**src/rtl/pc_gen.sv**
```systemverilog
// pc_gen: instruction fetch PC generator.
//
// Issues one instruction-memory request at a time, presents the returned
// instruction to decode with a valid/ready handshake, and follows redirects
// from the branch unit. A redirect that arrives while a request is still
// outstanding cannot withdraw it, so the response is marked to be discarded
// and the redirect target is fetched once that response arrives.
//
// Ports:
//   clk             in   1   rising-edge clock
//   rst_n           in   1   synchronous active-low reset
//   redirect_valid  in   1   redirect request from the branch unit
//   redirect_target in  64   redirect destination, qualified by redirect_valid
//   ireq_valid      out  1   instruction memory request valid
//   ireq_addr       out 64   instruction memory request address
//   ireq_ok         in   1   response strobe, completes the outstanding request
//   ireq_data       in  32   instruction word, valid with ireq_ok
//   if_valid        out  1   instruction available to decode
//   if_pc           out 64   PC of the presented instruction
//   if_instr        out 32   presented instruction word
//   if_ready        in   1   decode accepts when if_valid && if_ready

module pc_gen #(
   parameter logic [63:0] RESET_PC = 64'h0000_0000_8000_0000
) (
   input  logic        clk,
   input  logic        rst_n,
   input  logic        redirect_valid,
   input  logic [63:0] redirect_target,
   output logic        ireq_valid,
   output logic [63:0] ireq_addr,
   input  logic        ireq_ok,
   input  logic [31:0] ireq_data,
   output logic        if_valid,
   output logic [63:0] if_pc,
   output logic [31:0] if_instr,
   input  logic        if_ready
);

   typedef enum logic [1:0] {StBoot, StFetch, StHold} state_e;

   state_e      state_q;
   logic        kill_q;       // outstanding response must be discarded
   logic [63:0] fetch_pc_q;
   logic [63:0] pending_pc_q; // where to go once the killed response returns
   logic [63:0] if_pc_q;
   logic [31:0] if_instr_q;

   logic [63:0] target_aligned;
   logic [63:0] pending_aligned;
   logic [63:0] reset_aligned;
   logic [63:0] seq_pc;

   assign target_aligned  = {redirect_target[63:2], 2'b00};
   assign pending_aligned = {pending_pc_q[63:2], 2'b00};
   assign reset_aligned   = {RESET_PC[63:2], 2'b00};
   assign seq_pc          = if_pc_q + 64'd4;  // wraps modulo 2^64

   always_ff @(posedge clk) begin
      if (!rst_n) begin
         state_q      <= StBoot;
         kill_q       <= 1'b0;
         fetch_pc_q   <= RESET_PC;
         pending_pc_q <= '0;
         if_pc_q      <= '0;
         if_instr_q   <= '0;
      end else begin
         unique case (state_q)
            StBoot: begin
               // Redirects and stray responses are ignored here.
               state_q    <= StFetch;
               kill_q     <= 1'b0;
               fetch_pc_q <= reset_aligned;
            end
            StFetch: begin
               if (ireq_ok) begin
                  if (redirect_valid) begin
                     // Current redirect beats any pending target.
                     kill_q     <= 1'b0;
                     fetch_pc_q <= target_aligned;
                  end else if (kill_q) begin
                     kill_q     <= 1'b0;
                     fetch_pc_q <= pending_aligned;
                  end else begin
                     if_pc_q    <= fetch_pc_q;
                     if_instr_q <= ireq_data;
                     state_q    <= StHold;
                  end
               end else if (redirect_valid) begin
                  // Request stays up until ireq_ok; last target wins.
                  kill_q       <= 1'b1;
                  pending_pc_q <= target_aligned;
               end
            end
            StHold: begin
               if (redirect_valid) begin
                  fetch_pc_q <= target_aligned;
                  state_q    <= StFetch;
               end else if (if_ready) begin
                  fetch_pc_q <= seq_pc;
                  state_q    <= StFetch;
               end
            end
            default: begin
               state_q <= StBoot;
               kill_q  <= 1'b0;
            end
         endcase
      end
   end

   assign ireq_valid = (state_q == StFetch);
   assign ireq_addr  = fetch_pc_q;
   // A redirect squashes the held instruction in the same cycle.
   assign if_valid   = (state_q == StHold) && !redirect_valid;
   assign if_pc      = if_pc_q;
   assign if_instr   = if_instr_q;

endmodule

```
**config.mk**
```make
export PLATFORM = sky130hd
export DESIGN_NAME = pc_gen
export DESIGN_NICKNAME = d
export VERILOG_FILES = /design/src/rtl/pc_gen.sv
export SDC_FILE = /design/constraint.sdc
export NUM_CORES = 1
export LEC_CHECK = 0
export ABC_AREA = 1
export CAP_MARGIN = 0
export CORE_UTILIZATION = 30
export CTS_CLUSTER_SIZE = 12
export DETAILED_ROUTE_END_ITERATION = 8
export HOLD_SLACK_MARGIN = 0.08
export SYNTH_ARGS = -nofsm -noshare
export SYNTH_HDL_FRONTEND = slang
export SYNTH_SLANG_ARGS = --single-unit
```
**constraint.sdc**
```tcl
create_clock -name clk -period 2.6 [get_ports clk]
set_clock_uncertainty 0.2 [all_clocks]
set_input_delay 0.52 -clock clk [delete_from_list [all_inputs] [get_ports clk]]
set_output_delay 0.52 -clock clk [all_outputs]
set_load 0.01 [all_outputs]
```
* Word-level counts from Yosys, hierarchy flattened
Cells that the tools add are included.
** Word-level totals
- Output and inout bits :: 162
- Bits of input ports :: 101
- Register bits :: 225
- Logic and storage cells :: 43
** Operators by class
- Mux-type cells :: 15
- Bitwise operators :: 4
- Add/sub/neg operators :: 1
- Equal/unequal tests :: 8
- Reductions and logical operators :: 9
** Operators by type and width (number)
- 2-to-1 mux 64 bit :: 5
- one-hot mux 64 bit (3 select lines) :: 1
- adder 64 x 3 -> 64 bit, second input constant :: 1
- AND reduction 4 bit :: 3
- 2-to-1 mux 2 bit :: 5
- != test 3 x 2 -> 1 bit, second input constant :: 2
- one-hot mux 2 bit (3 select lines) :: 1
- != test 2 bit, second input constant :: 2
- NOT 1 bit :: 4
- != test 3 bit, second input constant :: 1
- AND reduction 3 bit :: 1
- nonzero test 3 bit :: 1
- equality test 2 x 1 -> 1 bit, second input constant :: 1
- equality test 2 bit, second input constant :: 1
- logical NOT 2 bit :: 1
- 2-to-1 mux 1 bit :: 2
- != test 2 x 1 -> 1 bit, second input constant :: 1
- one-hot mux 1 bit (2 select lines) :: 1
- AND reduction 2 bit :: 1
- logical AND 1 bit :: 1
- logical NOT 1 bit :: 1

* Longest topological paths before layout
Gate-level depths: netlist (run 1).
- Depth in word-level cells :: 4
- Mapped depth :: 16
- Mapped depth without buffers :: 16

* Least setup slack after synthesis (run 1)
OpenSTA, ideal clock, no wires.
- Path type :: register to register
- From :: register state_q[1]
- To :: register fetch_pc_q[44], in the netlist ireq_addr[44]
- Arrival :: 1.709 ns
- Stages on the path, launching flop included :: 11
- Path buffers :: 2
- Setup time :: 0.132 ns
- Clock period less this slack :: 2.042 ns
- Setup slack :: 0.558 ns
- Data required time :: 2.268 ns
- Cells stage by stage :: dfxtp_1 -> inv_1 -> ha_1 -> inv_1 -> clkbuf_1 -> clkbuf_1 -> nor2_1 -> a21oi_1 -> nand2_1 -> nand2_1 -> a21oi_1
** Between the ends
- Longest elaborated chain between the ends :: 3
- Elaborated cells between the ends (all ways) :: 9
- Classes of those cells :: 5 x eq/ne; 1 x mux; 3 x reduce/logical
** Ends and longest elaborated chain
- start, declared :: line 42 : state_e state_q;
- start signal, assigned :: line 61 : state_q <= StBoot;
- start signal, assigned :: line 71 : state_q <= StFetch;
- start signal, assigned :: line 87 : state_q <= StHold;
- equality test 2 x 1 -> 1 bit (*)
- net ireq_valid :: line 30 : output logic ireq_valid,
- != test 3 x 2 -> 1 bit (no line) (tied with other cells)
- AND reduction 4 bit (no line)
- end signal, assigned :: line 73 : fetch_pc_q <= reset_aligned;
- end signal, assigned :: line 80 : fetch_pc_q <= target_aligned;
- end signal, assigned :: line 83 : fetch_pc_q <= pending_aligned;
- end, declared :: line 44 : logic [63:0] fetch_pc_q;
Mark *: on every way through the listed nets, which the timed path passes. The rest lies on a longest branch.
A chain may end at the register's enable or synchronous reset.

* Worst setup path in the final report (run 1)
- From :: register state_q[0]
- To :: output port if_valid
** Between the ends
- Longest elaborated chain between the ends :: 2
** Ends and longest elaborated chain
- equality test 2 bit :: line 115 : assign if_valid = (state_q == StHold) && !redirect_valid;
- logical AND 1 bit :: line 115
- end, declared :: line 34 : output logic if_valid,
Every way passes these cells.

==> results of run 1 <==
==> kinds of logic (layout without fill, tap and decap cells) <==
logic type	count (synthesis)	count (layout)	synth area share, %
other	0	2	0
buffers and inverters	213	499	7.53
xor gates and xnor gates	19	19	1.48
DFF	225	225	40.2
AOI/OAI and AO/OA	394	394	18.9
adders and majority gates	6	6	0.669
and+or+nand+nor	877	877	31.2
==> cell usage after synthesis <==
master	number	area [um2]
a211oi_1	29	218
a21oi_1	170	851
a21oi_2	1	8.76
a31oi_1	4	25.0
buf_1	2	7.51
buf_2	24	120
buf_4	4	30.0
clkbuf_1	63	236
clkinv_1	4	15.0
dfxtp_1	225	4500
ha_1	6	75.1
inv_1	105	394
inv_2	11	41.3
nand2_1	534	2000
nand2_2	9	56.3
nand2_4	3	33.8
nand3_1	30	150
nand3b_1	1	7.51
nand4_1	8	50.1
nor2_1	271	1020
nor2_2	13	81.3
nor2_4	7	78.8
nor2_8	1	20.0
o211ai_1	20	150
o21ai_0	147	736
o21ai_1	17	85.1
o21bai_1	1	7.51
o221ai_1	5	43.8
xnor2_1	4	35.0
xor2_1	15	131
==> tightest hold or removal path: stages <==
cell	delay [ns]
buf_2	0.17
o21ai_0	0.09
a21oi_1	0.04
==> per-stage QoR <==
step	cell area [um2]	worst slack (ns)	hold WS, ns
finish	15700	0.0818	0.120
floorplan	11200	0.558	0.224
CTS	15700	0.0180	0.102
global route	15700	0.00483	0.116
global placement	14800	-0.110	0.232
detailed placement	14800	-0.161	0.237
==> metal layers <==
layer  wire length (um)  vias up  share of wire, %
met3               2990       64               6.9
met5                  0        -                 0
met4               1160        0               2.7
li1                   -     6115                 -
met2              19400      415                45
met1              19700     5695                45
==> layout make-up <==
| cell class | instances | share of cell area [%] |
|---|---|---|
| Tap cell | 468 | 3.73 |
| Multi-Input combinational cell | 1296 | 37.5 |
| Antenna cell | 2 | 0.0318 |
| Clock buffer | 39 | 5.17 |
| Clock inverter | 5 | 0.517 |
| Timing Repair Buffer | 335 | 21.5 |
| Sequential cell | 225 | 28.7 |
| Inverter | 120 | 2.91 |
==> worst min path at each step <==
| stage | cells after the start | slack [ns] | end |
|---|---|---|---|
| global placement | 2 | 0.23 | pending_pc_q[60]$_SDFFE_PN0P_ |
| CTS | 3 | 0.10 | if_pc[24]$_SDFFE_PN0P_ |
| floorplan | 2 | 0.22 | pending_pc_q[54]$_SDFFE_PN0P_ |
| finish | 3 | 0.12 | if_pc[24]$_SDFFE_PN0P_ |
| global route | 3 | 0.12 | if_pc[24]$_SDFFE_PN0P_ |
| detailed placement | 2 | 0.24 | pending_pc_q[59]$_SDFFE_PN0P_ |
==> power breakdown <==
part / internal [mW] / switching [mW] / leakage, nW
registers: 3.76 / 0.268 / 1.83
logic: 1.19 / 1.58 / 3.52
clock network: 2.35 / 1.52 / 0.441
total: 7.31 / 3.37 / 5.79
==> timing repair <==
item / in CTS / in global routing
gates resized for setup: 7 / 6
setup endpoints to repair: 2 / 7
pin swaps: 0 / 0
setup buffers: 0 / 1
==> placed cells by master, fill, tap and decap left out, types with 2 or more instances in the layout <==
| cell type | Yosys | final |
|---|---|---|
| nand2_1 | 534 | 532 |
| a21oi_1 | 170 | 169 |
| o21ai_0 | 147 | 147 |
| nand2_2 | 9 | 10 |
| clkbuf_1 | 63 | 5 |
| nor2_4 | 7 | 8 |
| ha_1 | 6 | 5 |
| nand2_4 | 3 | 4 |
| clkbuf_8 | 0 | 5 |
| o221ai_1 | 5 | 5 |
| nand4_1 | 8 | 8 |
| inv_2 | 11 | 9 |
| clkinv_2 | 0 | 3 |
| clkinv_1 | 4 | 3 |
| a31oi_1 | 4 | 4 |
| nand3_1 | 30 | 30 |
| diode_2 | 0 | 2 |
| a21oi_2 | 1 | 2 |
| inv_4 | 0 | 2 |
| inv_1 | 105 | 105 |
| a211oi_1 | 29 | 29 |
| clkdlybuf4s50_1 | 0 | 257 |
| xnor2_1 | 4 | 4 |
| dfxtp_1 | 225 | 224 |
| xor2_1 | 15 | 15 |
| clkbuf_16 | 0 | 29 |
| o21ai_1 | 17 | 17 |
| o211ai_1 | 20 | 20 |
| bufinv_16 | 0 | 2 |
| nor2_2 | 13 | 15 |
| buf_4 | 4 | 57 |
| nor2_1 | 271 | 268 |
| buf_12 | 0 | 17 |
==> sequential cells by signal, indices dropped and copies added (netlist names) <==
register / cells
if_instr: 32
if_pc: 64
ireq_addr: 64
kill_q: 1
pending_pc_q: 62
state_q: 2
==> flow_metrics.tcl, run 1 <==
set metrics [dict create \
    r2r_cells 14 \
    grt-busiest-layer "met2" \
    grt_usage_pct 22.4 \
    maxCapViolCount 0 \
    clock_path_buffers 3 \
    cp-endpoint "if_valid" \
    h-tree-depth 1 \
    hold_viol_final 0 \
    finalNonFillerCells 2490 \
    drive_above_1_share_pct 8.42 \
    grt_pass1_wl_um 67600 \
    multi_input_area_um2 5890 \
    die_w_um 195 \
    yosysUniqueCellTypes 30 \
    clk_latency_ns 0.55 \
    fill_cells 3740 \
    grt_pass1_vias 11900 \
    ff2ff_setup_slack_ns 0.16 \
    timing.critical_path.buf_inv 4 \
    root_buffer "clkbuf_16" \
    fmax_mhz 397 \
    relSlewSlack_pct 71.4 \
    utilization_pct 42.8 \
    setup_viol 0 \
    cp_num_cells 6 \
    grt_overflow 0 \
    regToRegStartpoint "if_pc[2]$_SDFFE_PN0P_" \
    dp_hpwl_um 32100 \
    use_met1_pct 30.5 \
    arrival_ns 1.80 \
    grt_max_degree 78 \
    powerDensity_nw_per_um2 679 \
    clock-sinks 225 \
    worstPathCellList "inv_1, ha_2, inv_4, nor2_2, buf_6, clkdlybuf4s15_2" \
    grtUsageMet2_pct 36.1 \
    port_buffers 260 \
    drc 0 \
    synth_area_um2 11200 \
    die_height_um 195 \
    min_period_ns 2.52 \
    grt_use_met3_pct 4.02 \
    ctsHoldBuffers 0 \
    run_status "finished, final reports clean" \
    placementRows 70 \
    syn-num-nets 1841 \
    yosysWarnings 0 \
    cts_tree "yes" \
    drt_pass1_iterations 5 \
    worstHoldStart "rst_n" \
    core_area_um2 36700 \
    syn_area_per_cell_um2 6.47 \
    crit_required_ns 1.88 \
    antenna_found_initial 2 \
    crit_start "state_q[0]$_SDFFE_PN0P_" \
    ys_seq_area_share_pct 40.2 \
    cp-end-kind "output pin" \
    cp_max_fo 6 \
    syn-instance-count 1734 \
    io_pins 263 \
    finalCritPeriodShare_pct 96.9 \
    leakage_nw 5.79 \
    cts_buffers 28 \
    rsz0062_at_grt "false" \
    tns_ns 0 \
    vias_per_cell 4.94 \
    wl_per_cell_um 17.4 \
    worstReg2RegEnd "ireq_addr[46]$_SDFFE_PN0P_" \
    tightest_slew_ns 0.427 \
    crit_slowest_cell "dfxtp_2" \
    regArea_um2 4510 \
    crit_family "buffers and inverters" \
    slew_violations 0 \
    drtIter0Drc 792 \
    critPathLaunchType "flop" \
    drt_wl_total_um 43300 \
    place.gp.congestion 0.976 \
    path_clk_slew_ns 0.06 \
    worst-setup-path-type "flop to output pin" \
    peakVddDrop_v 0.000519 \
    ys_ff_latch 225 \
    dieArea_um2 38200 \
    syn2layout_area_growth_pct 40.2 \
    ant_nets 0 \
    dp.cells 2443 \
    cpPeakStageDelay_ns 0.34 \
    fin_nets 2113 \
    vias 12300 \
    start_util_pct 30.6 \
    power_mw 10.7 \
    holdCritPathClass "primary input to flop" \
]
Power figures use the tool's default switching activity.
==> run 2, diff against run 1 <==
--- a/config.mk
+++ b/config.mk
@@ -5,12 +5,10 @@
 export SDC_FILE = /design/constraint.sdc
 export NUM_CORES = 1
 export LEC_CHECK = 0
-export ABC_AREA = 1
 export CAP_MARGIN = 0
 export CORE_UTILIZATION = 30
 export CTS_CLUSTER_SIZE = 12
 export DETAILED_ROUTE_END_ITERATION = 8
-export HOLD_SLACK_MARGIN = 0.08
 export SYNTH_ARGS = -nofsm -noshare
 export SYNTH_HDL_FRONTEND = slang
 export SYNTH_SLANG_ARGS = --single-unit
==> run 2 against run 1 <==
Compared with the run above: hold slack gained 0.11 ns; utilization grew 0.83 points; clock power grew 5.4%; sequential share of layout area grew 0.93 points; register-to-register slack gained 0.02 ns; synthesized cell count shrank 24%; power shrank 17%; non-clock buffer count shrank 9; sequential power shrank 11%; flip-flop and latch count is the same; die area shrank 4.2%; via count shrank 16%; largest cell class unchanged; largest power group is now the clock network.
==> flow_metrics.tcl, run 2 <==
set metrics [dict create \
    power_mw 8.82 \
    grt_pass1_vias 10300 \
    vias_per_cell 5.05 \
    ctsHoldBuffers 0 \
    die_w_um 191 \
    worst-setup-path-type "flop to output pin" \
    place.gp.congestion 0.830 \
    synth_edf_count 0 \
    path_clk_slew_ns 0.06 \
    root_buffer "clkbuf_16" \
    peakVddDrop_v 0.000467 \
    fin_nets 1684 \
    syn_area_per_cell_um2 8.17 \
    fill_cells 3464 \
    ant_nets 0 \
    grt_pass1_wl_um 58800 \
    cp_max_fo 7 \
    drive_above_1_share_pct 11.0 \
    ys_ff_latch 225 \
    drtIter0Drc 636 \
    grt_max_degree 89 \
    start_util_pct 30.8 \
    internal-power_mw 6.65 \
    finalNonFillerCells 2051 \
    antenna_found_initial 2 \
    swShare_pct 24.6 \
    vias 10400 \
    grt_overflow 0 \
    p_seq_share_pct 40.8 \
    clock_path_buffers 3 \
    cts_tree "yes" \
    leakage_nw 5.03 \
    dp.cells 2003 \
    synthArstFlopShare_pct 0 \
    combPwrFrac_pct 12.9 \
    synth_top_cell_by_area "dfxtp_1" \
    fmax_mhz 411 \
    final_common_cell "nand2_1" \
    synth_area_um2 10700 \
    synthFlopType "dfxtp_1" \
    drc 0 \
    dp_hpwl_um 26700 \
    wl_per_cell_um 18.5 \
    relSlewSlack_pct 44.7 \
    clk_latency_ns 0.53 \
    drt_pass1_iterations 7 \
    synth_common_cells "386 x nand2_1, 225 x dfxtp_1, 162 x a21boi_0" \
    io_pins 263 \
    powerDensity_nw_per_um2 579 \
    yosysMostFrequentCell "nand2_1" \
    power_switching_mw 2.17 \
    stdcell_area_um2 15200 \
    synth_top_area_share_pct 41.9 \
    hold_viol_final 0 \
    h-tree-depth 1 \
    setup_viol 0 \
    die_height_um 191 \
    maxCapViolCount 0 \
    slew_violations 0 \
    min_period_ns 2.43 \
    clock-sinks 225 \
    arrival_ns 1.71 \
    port_buffers 260 \
    ys_seq_area_share_pct 41.9 \
    drt_wl_total_um 38000 \
    syn-instance-count 1315 \
    core_area_um2 34900 \
    syn-num-nets 1422 \
    place_area_um2 14300 \
    grt_usage_pct 20.6 \
    cp-end-kind "output pin" \
    run_status "finished, final reports clean" \
    critPathLaunchType "flop" \
    placementRows 68 \
    dieArea_um2 36600 \
    syn2layout_area_growth_pct 41.8 \
    crit_required_ns 1.88 \
    ys_top_cells_by_area "dfxtp_1 42%, nand2_1 13%, a21boi_0 11%" \
    rsz0062_at_grt "false" \
    layout_common_cells "384 x nand2_1, 257 x clkdlybuf4s50_1, 222 x dfxtp_1" \
    holdCritPathClass "primary input to flop" \
    finalCritPeriodShare_pct 93.5 \
    cts_buffers 26 \
    yosysUniqueCellTypes 58 \
    p_clk_share_pct 46.3 \
    yosysWarnings 0 \
    tightest_slew_ns 0.829 \
]
run 2: cell families after synthesis:
family,Yosys count,synth area share [%]
simple gates,553,22.9
compound gates,334,22.3
flops,225,41.9
buf+inv,103,3.76
xor+xnor,59,4.81
mux,35,3.61
fa+ha+maj,6,0.699
run 2: final cells by class:
type	count	area [um2]	share of cell area (%)
clock buffer	35	746	4.90
sequential	225	4510	29.6
tap	455	569	3.74
timing repair buffer	326	3290	21.6
antenna	1	2.50	0.0164
multi-input combinational	987	5870	38.5
inverter	11	41.3	0.271
clock inverter	11	205	1.35
run 2: final timing paths:
check                             from                    endpoint  slack [ns]  depth (start not counted)
max            state_q[0]$_SDFFE_PN0P_                    if_valid        0.17                          5
min                              rst_n  ireq_addr[31]$_SDFFE_PN1P_        0.23                          3
max reg2reg    state_q[1]$_SDFFE_PN0P_  ireq_addr[31]$_SDFFE_PN1P_        0.18                          7
min reg2reg  if_instr[13]$_SDFFE_PN0P_   if_instr[13]$_SDFFE_PN0P_        0.26                          2
run 2: critical path: stages (launching register included):
cell,delay (ns)
dfxtp_2,0.39
inv_1,0.08
ha_2,0.23
nand2b_1,0.14
inv_2,0.05
dlygate4sd2_1,0.31
run 2: layer usage:
layer | track usage (%) | vias to the layer above | part of all wire (%)
met5 | 0 | - | 0.029
met4 | 7.05 | 2 | 3.5
met3 | 4.92 | 71 | 7.7
met2 | 34.6 | 367 | 46
met1 | 25.5 | 4881 | 42
li1 | - | 5046 | -
run 2: per-stage QoR:
step | utilization, % | setup TNS, ns | hold WS [ns] | setup slack, ns
floorplan | - | 0 | 0.241 | 0.273
global placement | 40.9 | 0 | 0.247 | 0.0576
detailed placement | 40.9 | -0.0251 | 0.257 | -0.0251
CTS | 43.6 | 0 | 0.235 | 0.0394
global route | 43.7 | 0 | 0.238 | 0.00712
finish | 43.7 | 0 | 0.226 | 0.169
run 2: timing repair:
item	CTS	global route
buffers inserted	1	0
resized for setup	3	3
pin swaps	0	1
setup endpoints to repair	2	4
run 2: power by group through the flow:
stage / Combinational, mW / Clock [mW] / Sequential [mW]
6_report: 1.14 / 4.08 / 3.60
5_1_grt: 1.23 / 4.32 / 3.61
4_1_cts: 1.15 / 4.19 / 3.60
3_5_place_dp: 1.14 / 0 / 3.67
3_3_place_gp: 1.14 / 0 / 3.67
2_1_floorplan: 0.518 / 0 / 3.68
==> run 3, diff against run 2 <==
--- a/config.mk
+++ b/config.mk
@@ -5,7 +5,7 @@
 export SDC_FILE = /design/constraint.sdc
 export NUM_CORES = 1
 export LEC_CHECK = 0
-export CAP_MARGIN = 0
+export CAP_MARGIN = 20
 export CORE_UTILIZATION = 30
 export CTS_CLUSTER_SIZE = 12
 export DETAILED_ROUTE_END_ITERATION = 8
==> constraint.sdc (replaced) <==
create_clock -name clk -period 2.4 [get_ports clk]
set_clock_uncertainty 0.2 [all_clocks]
set_input_delay 0.48 -clock clk [delete_from_list [all_inputs] [get_ports clk]]
set_output_delay 0.48 -clock clk [all_outputs]
set_load 0.01 [all_outputs]
==> run 3 against run 2 <==
Compared with the run above: power is 7.4% higher; cell count up 2.3%; via count increased by 0.66%; critical endpoint is now if_pc[38]; highest routed layer unchanged.
==> flow_metrics.tcl, run 3 (same netlist as run 2, synthesis figures left out) <==
set metrics [dict create \
    run_status "finished, final reports clean" \
    dp.cells 2043 \
    finalNonFillerCells 2098 \
    io_pins 263 \
    crit_start "if_pc[38]$_SDFFE_PN0P_" \
    wl_per_cell_um 18.3 \
    maxCapViolCount 0 \
    cts_tree "yes" \
    place_ws_ns -0.107 \
    vias_per_cell 4.97 \
    drt_pass1_iterations 5 \
    fin_nets 1729 \
    cp-end-kind "output pin" \
    setup_viol 0 \
    vias 10400 \
    port_buffers 260 \
    path_clk_slew_ns 0.06 \
    cp_max_fo 5 \
    drtIter0Drc 599 \
    fmax_mhz 429 \
    grt_overflow 0 \
    arrival_ns 1.65 \
    crit_required_ns 1.72 \
    drc 0 \
    worst-setup-path-type "flop to output pin" \
    dieArea_um2 36600 \
    die_w_um 191 \
    core_area_um2 34900 \
    grt_usage_pct 20.4 \
    grt_max_degree 83 \
    grt_pass1_vias 10400 \
    root_buffer "clkbuf_16" \
    finalCritPeriodShare_pct 97.2 \
    utilization_pct 44.9 \
    critPathLaunchType "flop" \
    ant_nets 0 \
    place.gp.congestion 0.844 \
    tightest_slew_ns 0.730 \
    final_common_cell "nand2_1" \
    clock_path_buffers 3 \
    ctsHoldBuffers 0 \
    drive_above_1_share_pct 14.0 \
    peakVddDrop_v 0.000499 \
    ff2ff_setup_slack_ns 0.13 \
    layout_setup_ws_ns 0.0668 \
    leakage_nw 5.29 \
    holdCritPathClass "primary input to flop" \
    worstReg2RegEnd "ireq_addr[46]$_SDFFE_PN0P_" \
    clock-sinks 225 \
    fill_cells 3428 \
    dp_hpwl_um 27200 \
    die_height_um 191 \
    relSlewSlack_pct 51.3 \
    antenna_found_initial 4 \
    drt_wl_total_um 38300 \
    regToRegStartpoint "if_pc[2]$_SDFFE_PN0P_" \
    syn2layout_area_growth_pct 45.8 \
    start_util_pct 30.8 \
    clk_latency_ns 0.55 \
    grt_pass1_wl_um 58700 \
    r2r_cells 9 \
    rsz0062_at_grt "false" \
    cts_buffers 27 \
    stdcell_area_um2 15700 \
    cp-endpoint "if_pc[38]" \
    power_mw 9.47 \
    h-tree-depth 1 \
    layout_common_cells "384 x nand2_1, 256 x clkdlybuf4s50_1, 221 x dfxtp_1" \
    slew_violations 0 \
    place_area_um2 14600 \
    min_period_ns 2.33 \
    powerDensity_nw_per_um2 605 \
    placementRows 68 \
    hold_viol_final 0 \
]
==> run 3: timing repair <==
action / in CTS / in global routing
setup buffers: 1 / 4
resized for setup: 10 / 11
endpoints found under the setup margin: 2 / 15
pin swaps: 0 / 2
hold endpoints to repair: 0 / 0
==> run 3: through the flow <==
step / hold WS, ns / TNS [ns]
6_report: 0.162 / 0
5_1_grt: 0.186 / 0
3_5_place_dp: 0.256 / -2.54
3_3_place_gp: 0.247 / -2.13
2_1_floorplan: 0.241 / 0
4_1_cts: 0.170 / 0
==> run 3: power by group <==
| part | total, mW | leakage, nW | switching [mW] | internal [mW] |
|---|---|---|---|---|
| clock | 4.27 | 0.454 | 1.70 | 2.57 |
| sequential | 3.90 | 1.82 | 0.0640 | 3.83 |
| combinational | 1.31 | 3.02 | 0.684 | 0.626 |
==> run 3: worst min path at each step <==
stage                                  startpoint                       endpoint  slack [ns]  depth (start not counted)
global route                                rst_n     ireq_addr[31]$_SDFFE_PN1P_        0.19                          3
detailed placement  pending_pc_q[13]$_SDFFE_PN0P_  pending_pc_q[13]$_SDFFE_PN0P_        0.26                          2
global placement    pending_pc_q[58]$_SDFFE_PN0P_  pending_pc_q[58]$_SDFFE_PN0P_        0.25                          2
floorplan           pending_pc_q[13]$_SDFFE_PN0P_  pending_pc_q[13]$_SDFFE_PN0P_        0.24                          2
finish                                      rst_n     ireq_addr[31]$_SDFFE_PN1P_        0.16                          3
CTS                                         rst_n     ireq_addr[31]$_SDFFE_PN1P_        0.17                          3
==> run 3: worst max-delay path, cell delays in order (launching register included) <==
cell,delay (ns)
dfxtp_1,0.34
buf_4,0.14
clkdlybuf4s50_1,0.62
==> run 3: final cells by class <==
type / instances / area, um2 / area share [%]
antenna: 1 / 2.50 / 0.0160
clock buffer: 41 / 818 / 5.22
clock inverter: 8 / 114 / 0.727
inverter: 11 / 41.3 / 0.264
multi-input combinational: 987 / 5910 / 37.7
sequential: 225 / 4510 / 28.8
tap: 455 / 569 / 3.63
timing repair buffer: 370 / 3700 / 23.6
==> run 3: routing by layer <==
metal / global-route usage [%] / share of wire [%] / vias to the layer above
met3: 4.98 / 7.5 / 56
met5: 0 / 0.065 / -
met1: 25.4 / 43 / 4907
met4: 5.62 / 2.2 / 4
li1: - / - / 5142
met2: 35.0 / 47 / 326
